### src/rtl/divide_result_collector_if.sv
// ============================================================================
//  Module      : divide_result_collector_if
//  Description : Handshake and status bundle between the divider-side
//                producer/consumer and the divide result collector.
//  Revision    : 1.0 - initial release
// ============================================================================
`default_nettype none

interface divide_result_collector_if #(
    parameter int QW    = 16,
    parameter int DVW   = 16,
    parameter int DEPTH = 8
);
    // Issue side
    logic                             go_in;
    logic [DVW-1:0]                   dv_in;
    logic [QW-1:0]                    quotient_in;
    logic                             issue_ok;

    // Result side
    logic [QW-1:0]                    q_out;
    logic                             q_dz;
    logic                             q_valid;
    logic                             q_ready;

    // Status
    logic [$clog2(DEPTH+1)-1:0]       fifo_count;
    logic                             err_issue;
    logic                             err_ovf;

    // Environment: issues operations, supplies quotients, consumes results
    modport master (
        output go_in, dv_in, quotient_in, q_ready,
        input  issue_ok, q_out, q_dz, q_valid, fifo_count, err_issue, err_ovf
    );

    // Collector
    modport slave (
        input  go_in, dv_in, quotient_in, q_ready,
        output issue_ok, q_out, q_dz, q_valid, fifo_count, err_issue, err_ovf
    );
endinterface

`default_nettype wire

### src/rtl/divide_result_collector.sv
// ============================================================================
//  Module      : divide_result_collector
//  Description : Tracks operations issued into a fixed-latency, non-stalling
//                divider pipeline, captures each quotient on arrival into a
//                circular FIFO with valid/ready output, and grants issue
//                credits so the FIFO cannot be overrun under legal use.
//  Revision    : 1.0 - initial release
// ============================================================================
`default_nettype none

module divide_result_collector #(
    parameter int PIPE_LAT = 52,
    parameter int QW       = 16,
    parameter int DVW      = 16,
    parameter int DEPTH    = 8
) (
    input  wire logic                  reloj,
    input  wire logic                  reset,
    divide_result_collector_if.slave   bus
);

    localparam int IW = $clog2(PIPE_LAT + 1);
    localparam int CW = $clog2(DEPTH + 1);
    localparam int PW = (DEPTH > 1) ? $clog2(DEPTH) : 1;

    // Tracking shift register: one {valid, dz} pair per pipeline stage
    logic [PIPE_LAT-1:0] r_vld_sr;
    logic [PIPE_LAT-1:0] r_dz_sr;

    logic [IW-1:0]       r_inflight;
    logic [CW-1:0]       r_count;
    logic [PW-1:0]       r_wr_ptr;
    logic [PW-1:0]       r_rd_ptr;
    logic [QW-1:0]       r_mem_q  [DEPTH];
    logic                r_mem_dz [DEPTH];
    logic [QW-1:0]       r_q_out;
    logic                r_q_dz;
    logic                r_err_issue;
    logic                r_err_ovf;

    logic                w_go;
    logic                w_go_dz;
    logic                w_arrive;
    logic                w_arrive_dz;
    logic                w_full;
    logic                w_pop;
    logic                w_push;
    logic                w_drop;
    logic                w_issue_ok;
    logic [PW-1:0]       w_wr_next;
    logic [PW-1:0]       w_rd_next;

    // Operations presented while in reset are never tracked
    assign w_go        = bus.go_in && !reset;
    assign w_go_dz     = w_go && (bus.dv_in == '0);
    assign w_arrive    = r_vld_sr[PIPE_LAT-1];
    assign w_arrive_dz = r_dz_sr[PIPE_LAT-1];

    assign w_full      = (r_count == CW'(DEPTH));
    assign w_pop       = (r_count != '0) && bus.q_ready;
    // A full FIFO still accepts an arrival when the head leaves in the same cycle
    assign w_push      = w_arrive && (!w_full || w_pop);
    assign w_drop      = w_arrive && w_full && !w_pop;

    // Credits come from registered state only, so a pop frees a slot one cycle later
    assign w_issue_ok  = (int'(r_inflight) + int'(r_count)) < DEPTH;

    assign w_wr_next   = (r_wr_ptr == PW'(DEPTH - 1)) ? '0 : r_wr_ptr + PW'(1);
    assign w_rd_next   = (r_rd_ptr == PW'(DEPTH - 1)) ? '0 : r_rd_ptr + PW'(1);

    generate
        if (PIPE_LAT > 1) begin : g_sr_multi
            // Shift issue markers down the pipeline, cleared on reset
            always_ff @(posedge reloj) begin
                if (reset) begin
                    r_vld_sr <= '0;
                    r_dz_sr  <= '0;
                end else begin
                    r_vld_sr <= {r_vld_sr[PIPE_LAT-2:0], w_go};
                    r_dz_sr  <= {r_dz_sr[PIPE_LAT-2:0], w_go_dz};
                end
            end
        end else begin : g_sr_single
            // Single-stage pipeline: the marker arrives one cycle after issue
            always_ff @(posedge reloj) begin
                if (reset) begin
                    r_vld_sr <= '0;
                    r_dz_sr  <= '0;
                end else begin
                    r_vld_sr <= w_go;
                    r_dz_sr  <= w_go_dz;
                end
            end
        end
    endgenerate

    // Count operations in flight: up on issue, down on arrival
    always_ff @(posedge reloj) begin
        if (reset) begin
            r_inflight <= '0;
        end else if (w_go && !w_arrive) begin
            r_inflight <= r_inflight + IW'(1);
        end else if (!w_go && w_arrive) begin
            r_inflight <= r_inflight - IW'(1);
        end
    end

    // FIFO storage; contents need no reset because occupancy gates every read
    always_ff @(posedge reloj) begin
        if (w_push) begin
            r_mem_q[r_wr_ptr]  <= bus.quotient_in;
            r_mem_dz[r_wr_ptr] <= w_arrive_dz;
        end
    end

    // FIFO pointers and occupancy
    always_ff @(posedge reloj) begin
        if (reset) begin
            r_wr_ptr <= '0;
            r_rd_ptr <= '0;
            r_count  <= '0;
        end else begin
            if (w_push) begin
                r_wr_ptr <= w_wr_next;
            end
            if (w_pop) begin
                r_rd_ptr <= w_rd_next;
            end
            if (w_push && !w_pop) begin
                r_count <= r_count + CW'(1);
            end else if (!w_push && w_pop) begin
                r_count <= r_count - CW'(1);
            end
        end
    end

    // Registered head: bypass an arrival into an emptying FIFO, otherwise
    // preload the next entry on pop so back-to-back pops have no bubble
    always_ff @(posedge reloj) begin
        if (reset) begin
            r_q_out <= '0;
            r_q_dz  <= 1'b0;
        end else if (w_push && ((r_count == '0) || (w_pop && r_count == CW'(1)))) begin
            r_q_out <= bus.quotient_in;
            r_q_dz  <= w_arrive_dz;
        end else if (w_pop && (r_count >= CW'(2))) begin
            r_q_out <= r_mem_q[w_rd_next];
            r_q_dz  <= r_mem_dz[w_rd_next];
        end
    end

    // Sticky protocol-violation and overflow flags
    always_ff @(posedge reloj) begin
        if (reset) begin
            r_err_issue <= 1'b0;
            r_err_ovf   <= 1'b0;
        end else begin
            if (bus.go_in && !w_issue_ok) begin
                r_err_issue <= 1'b1;
            end
            if (w_drop) begin
                r_err_ovf <= 1'b1;
            end
        end
    end

    assign bus.issue_ok   = w_issue_ok;
    assign bus.q_out      = r_q_out;
    assign bus.q_dz       = r_q_dz;
    assign bus.q_valid    = (r_count != '0);
    assign bus.fifo_count = r_count;
    assign bus.err_issue  = r_err_issue;
    assign bus.err_ovf    = r_err_ovf;

endmodule

`default_nettype wire

### src/flat_wrapper.sv
// flat-port wrapper written by rule: the top's interface ports become plain ports
module divide_result_collector_flat 
#(
    parameter int PIPE_LAT = 52,
    parameter int QW       = 16,
    parameter int DVW      = 16,
    parameter int DEPTH    = 8
)
  (reloj, reset, bus_go_in, bus_dv_in, bus_quotient_in, bus_q_ready, bus_issue_ok, bus_q_out, bus_q_dz, bus_q_valid, bus_fifo_count, bus_err_issue, bus_err_ovf);
  divide_result_collector_if #(.QW(QW), .DVW(DVW), .DEPTH(DEPTH)) bus_i ();
  input  wire logic reloj;
  input  wire logic reset;
  input wire logic [$bits(bus_i.go_in)-1:0] bus_go_in;
  input wire logic [$bits(bus_i.dv_in)-1:0] bus_dv_in;
  input wire logic [$bits(bus_i.quotient_in)-1:0] bus_quotient_in;
  input wire logic [$bits(bus_i.q_ready)-1:0] bus_q_ready;
  output wire logic [$bits(bus_i.issue_ok)-1:0] bus_issue_ok;
  output wire logic [$bits(bus_i.q_out)-1:0] bus_q_out;
  output wire logic [$bits(bus_i.q_dz)-1:0] bus_q_dz;
  output wire logic [$bits(bus_i.q_valid)-1:0] bus_q_valid;
  output wire logic [$bits(bus_i.fifo_count)-1:0] bus_fifo_count;
  output wire logic [$bits(bus_i.err_issue)-1:0] bus_err_issue;
  output wire logic [$bits(bus_i.err_ovf)-1:0] bus_err_ovf;
  assign bus_i.go_in = bus_go_in;
  assign bus_i.dv_in = bus_dv_in;
  assign bus_i.quotient_in = bus_quotient_in;
  assign bus_i.q_ready = bus_q_ready;
  assign bus_issue_ok = bus_i.issue_ok;
  assign bus_q_out = bus_i.q_out;
  assign bus_q_dz = bus_i.q_dz;
  assign bus_q_valid = bus_i.q_valid;
  assign bus_fifo_count = bus_i.fifo_count;
  assign bus_err_issue = bus_i.err_issue;
  assign bus_err_ovf = bus_i.err_ovf;
  divide_result_collector #(.PIPE_LAT(PIPE_LAT), .QW(QW), .DVW(DVW), .DEPTH(DEPTH)) u_core (.reloj(reloj), .reset(reset), .bus(bus_i));
endmodule
### config.mk
export PLATFORM = sky130hd
export DESIGN_NAME = divide_result_collector_flat
export DESIGN_NICKNAME = d
export VERILOG_FILES = /design/src/rtl/divide_result_collector_if.sv /design/src/rtl/divide_result_collector.sv /design/src/flat_wrapper.sv
export SDC_FILE = /design/constraint.sdc
export NUM_CORES = 1
export LEC_CHECK = 0
export ABC_AREA = 1
export CAP_MARGIN = 20
export CELL_PAD_IN_SITES_DETAIL_PLACEMENT = 0
export CELL_PAD_IN_SITES_GLOBAL_PLACEMENT = 2
export CORE_MARGIN = 1
export CORE_UTILIZATION = 41
export DETAILED_ROUTE_END_ITERATION = 7
export PLACE_DENSITY_LB_ADDON = 0.1
export SETUP_SLACK_MARGIN = 0.5
export SYNTH_ARGS = -nofsm -noshare
export SYNTH_HDL_FRONTEND = slang
export SYNTH_SLANG_ARGS = --single-unit
### constraint.sdc
create_clock -name reloj -period 4 [get_ports reloj]
set_clock_uncertainty 0.2 [all_clocks]
set_input_delay 0.4 -clock reloj [delete_from_list [all_inputs] [get_ports reloj]]
set_output_delay 0.4 -clock reloj [all_outputs]
set_load 0.03 [all_outputs]
==> results.tsv <==
stage	metric	value	unit
routing	vias per cell	4.63	
die	core box area	0.0245	mm2
global_route	largest net degree at the start of global routing	76	
clock_network	deepest clock path buffer count	3	
setup_path	Critical Path Fanout Max	5	
die	# rows	57	
min_path	Hold Path Depth	2	
run_status	run status	complete, no violations	
routing	Routed Antenna Nets	0	
clock_network	# hold bufs at CTS	1	
timing	setup_tns	0	ns
timing	ratio of final minimum period to clock period	76.8	%
clock_network	Setup Buffers After CTS	0	
routing	vias	6723	
min_path	worst hold path endpoint	u_core.r_dz_sr[24]	
global_route	vias in the first global route	6512	
yosys	Mapped Nets	1097	
setup_path	Worst Setup End Kind	output pin	
final_layout	Area Growth Syn to Fin	18.5	%
placement	DP HPWL	12000	um
final_layout	register area	0.00687	mm2
clock_network	worst-skew pair later-pin latency	0.55	ns
yosys	largest area contributor in the netlist	edfxtp_1	
final_layout	fillers	2305	
pwr	Leak	4.70	nW
clock_network	CTS root buf	clkbuf_16	
yosys	top-area cell type share of the netlist area	39.4	%
yosys	mux cell area share after synthesis	0	%
die	die area	0.0259	mm2
yosys	Mapped Area	0.0104	mm2
routing	WL final	22100	um
setup_path	CP Cell Sequence	ha_1, nor3_1, nor3b_1, nand2_1, inv_1, clkdlybuf4s50_1	
global_route	total grt overflow	0	
placement	routability cong.	0.776	
final_layout	nets	1162	
pwr	total power	8.40	mW
clock_network	CTS tree	done	
yosys	Synth area leaders	edfxtp_1, dfxtp_1, nor2_1	
timing	final hold vios	0	
setup_path	r2r setup slk	1.44	ns
clock_network	CTS buffer count	29	
yosys	warnings from Yosys	0	
timing	Final min period	3.07	ns
yosys	Synth Register Bits	275	
setup_path	largest stage delay on the critical path	0.66	ns
placement	PortBufs	60	
yosys	Post-Synth Simple-Gate Area	17.3	%
global_route	Overall Global Routing Usage	17.5	%
setup_path	CP arrival	2.47	ns
routing	DRC Markers	0	
final_layout	Post-Layout Cell Count	1452	
clock_network	Reg clk slew, reported paths	0.06	ns
clock_network	CTS H-tree depth	1	
setup_path	Critical Path Start Type	flip-flop	
setup_path	Worst path top cell family by delay	buffers and inverters	
timing	RSZ-0062 raised after global routing	false	
die	Top-Level Pins	61	
die	Initial Utilization	42.3	%
setup_path	Critical-path top delay cell	clkdlybuf4s50_1	
setup_path	sum of buffers and inverters on the critical path	2	
pwr	Peak supply drop	0.000365	V
yosys	post-synthesis compound-gate area fraction	5.33	%
routing	DR iter-0 viols	333	
die	chip width	161	um
final_layout	layout cells sized above 1	6.29	%
timing	Least-Margin Pin Slew	1.01	ns
die	height of the die	161	um
setup_path	cells on worst reg2reg path	9	
timing	slew margin rel.	32.5	%
global_route	global-route wire length before repair	35300	um
routing	number of detailed-route iterations in the first pass	4	
yosys	main flop type after synthesis	dfxtp_1	
global_route	antenna violations before repair	0	
final_layout	Inserted Diodes	0	
yosys	Async SR Flop Fraction	0	%
setup_path	Reg-to-Reg End	u_core.bus.q_out[15]	
setup_path	Critical R2R Launch	u_core.bus.fifo_count[1]	
pwr	pwr dens	684	mW/mm2
setup_path	critical path class	flip-flop to output pin	
yosys	Synth Area in Adders	2.24	%
yosys	synthesized area per cell	9.94	um2
final_layout	area of the multi-input gates	0.00264	mm2
placement	dpl cells	1400	
timing	Slew Limit Fails	0	
routing	WL/cell	15.2	um
min_path	critical hold path startpoint	u_core.r_dz_sr[23]	
final_layout	most frequent cells in the layout	nor2_1, inv_1, dfxtp_1	
setup_path	required time of the critical path	3.40	ns
clock_network	clk sinks	275	
yosys	main combinational cell family by area after synthesis	simple AND/OR/NAND/NOR gates	
final_layout	most common cell after layout, fill and taps aside	nor2_1	
yosys	Cells after Synth	1043	
yosys	Post-synth EDFFs	136	
yosys	Seq/Total Area, Yosys	66.2	%
clock_network	post_cts resized	0	
timing	fmax	326	MHz
min_path	worst hold path class	flip-flop to flip-flop	
yosys	synth unique cells	35	
timing	final setup fails	0	
yosys	xor/xnor share of the synthesized area	0.507	%
job	maxcap violations	0	
logic make-up (layout without fill, tap and decap cells):
logic type | count (synthesis) | after routing
simple gates | 422 | 422
flops | 275 | 275
buf+inv | 220 | 305
compound gates | 102 | 102
fa+ha+maj | 18 | 18
xor+xnor | 6 | 6
through the flow:
step	instance area [um2]	hold slack [ns]	setup slack, ns	utilization (%)
floorplan	10400	0.188	1.26	-
global placement	11300	0.189	1.36	46.1
detailed placement	11300	0.192	1.30	46.1
CTS	12300	0.198	0.876	50.1
global route	12300	0.208	0.684	50.1
finish	12300	0.198	0.929	50.1
report_power, final:
part | switching, mW | internal, mW
Combinational | 1.67 | 0.882
Sequential | 0.121 | 3.07
Clock | 1.06 | 1.60
Total | 2.85 | 5.55
how the worst max path moves through the flow:
stage	slack, ns	end	startpoint	cells past startpoint
3_3_place_gp	1.36	u_core.r_inflight[5]	bus_go_in	14
4_1_cts	0.88	bus_issue_ok	u_core.bus.fifo_count[3]	6
3_5_place_dp	1.30	u_core.r_inflight[5]	bus_go_in	14
5_1_grt	0.68	bus_issue_ok	u_core.bus.fifo_count[3]	6
2_1_floorplan	1.26	u_core.r_mem_dz[0]	u_core.bus.fifo_count[0]	7
6_report	0.93	bus_issue_ok	u_core.bus.fifo_count[3]	6
area by class of cell:
| type | count | area share, % |
|---|---|---|
| repair buffers | 76 | 6.07 |
| well taps | 324 | 3.30 |
| clock buffers | 48 | 7.35 |
| flip-flops and latches | 275 | 55.9 |
| inverters | 178 | 5.45 |
| clock inverters | 3 | 0.448 |
| multi-input cells | 548 | 21.5 |
Yosys cell counts, drive strengths merged (2+ instances only):
cell type / instances
a21oi: 31
buf: 20
clkbuf: 22
clkinv: 2
dfxtp: 139
edfxtp: 136
ha: 17
inv: 176
nand2: 107
nand3: 88
nand4: 2
nor2: 216
nor3: 4
nor3b: 2
nor4: 2
o211ai: 13
o21ai: 57
xnor2: 2
xor2: 4
layer usage:
layer  GRT usage [%]  wire (um)  vias to the layer above
met5               0          0                        -
met4            5.15        425                        0
met3            3.24       1150                       40
met2            29.8      10400                      116
met1            22.6      10100                     3121
li1                -          -                     3446
worst min-delay path, stage by stage, from the launching register on:
cell     delay [ns]
dfxtp_1        0.29
inv_1          0.04
nor2_1         0.03
state kept, by name, indices dropped and copies added (netlist names), 3 cells and up:
| name | count |
|---|---|
| u_core.bus.fifo_count | 4 |
| u_core.bus.q_out | 16 |
| u_core.r_dz_sr | 52 |
| u_core.r_inflight | 6 |
| u_core.r_mem_dz | 8 |
| u_core.r_mem_q | 128 |
| u_core.r_rd_ptr | 3 |
| u_core.r_vld_sr | 52 |
| u_core.r_wr_ptr | 3 |
No activity file was read; power rests on OpenSTA's default activity.
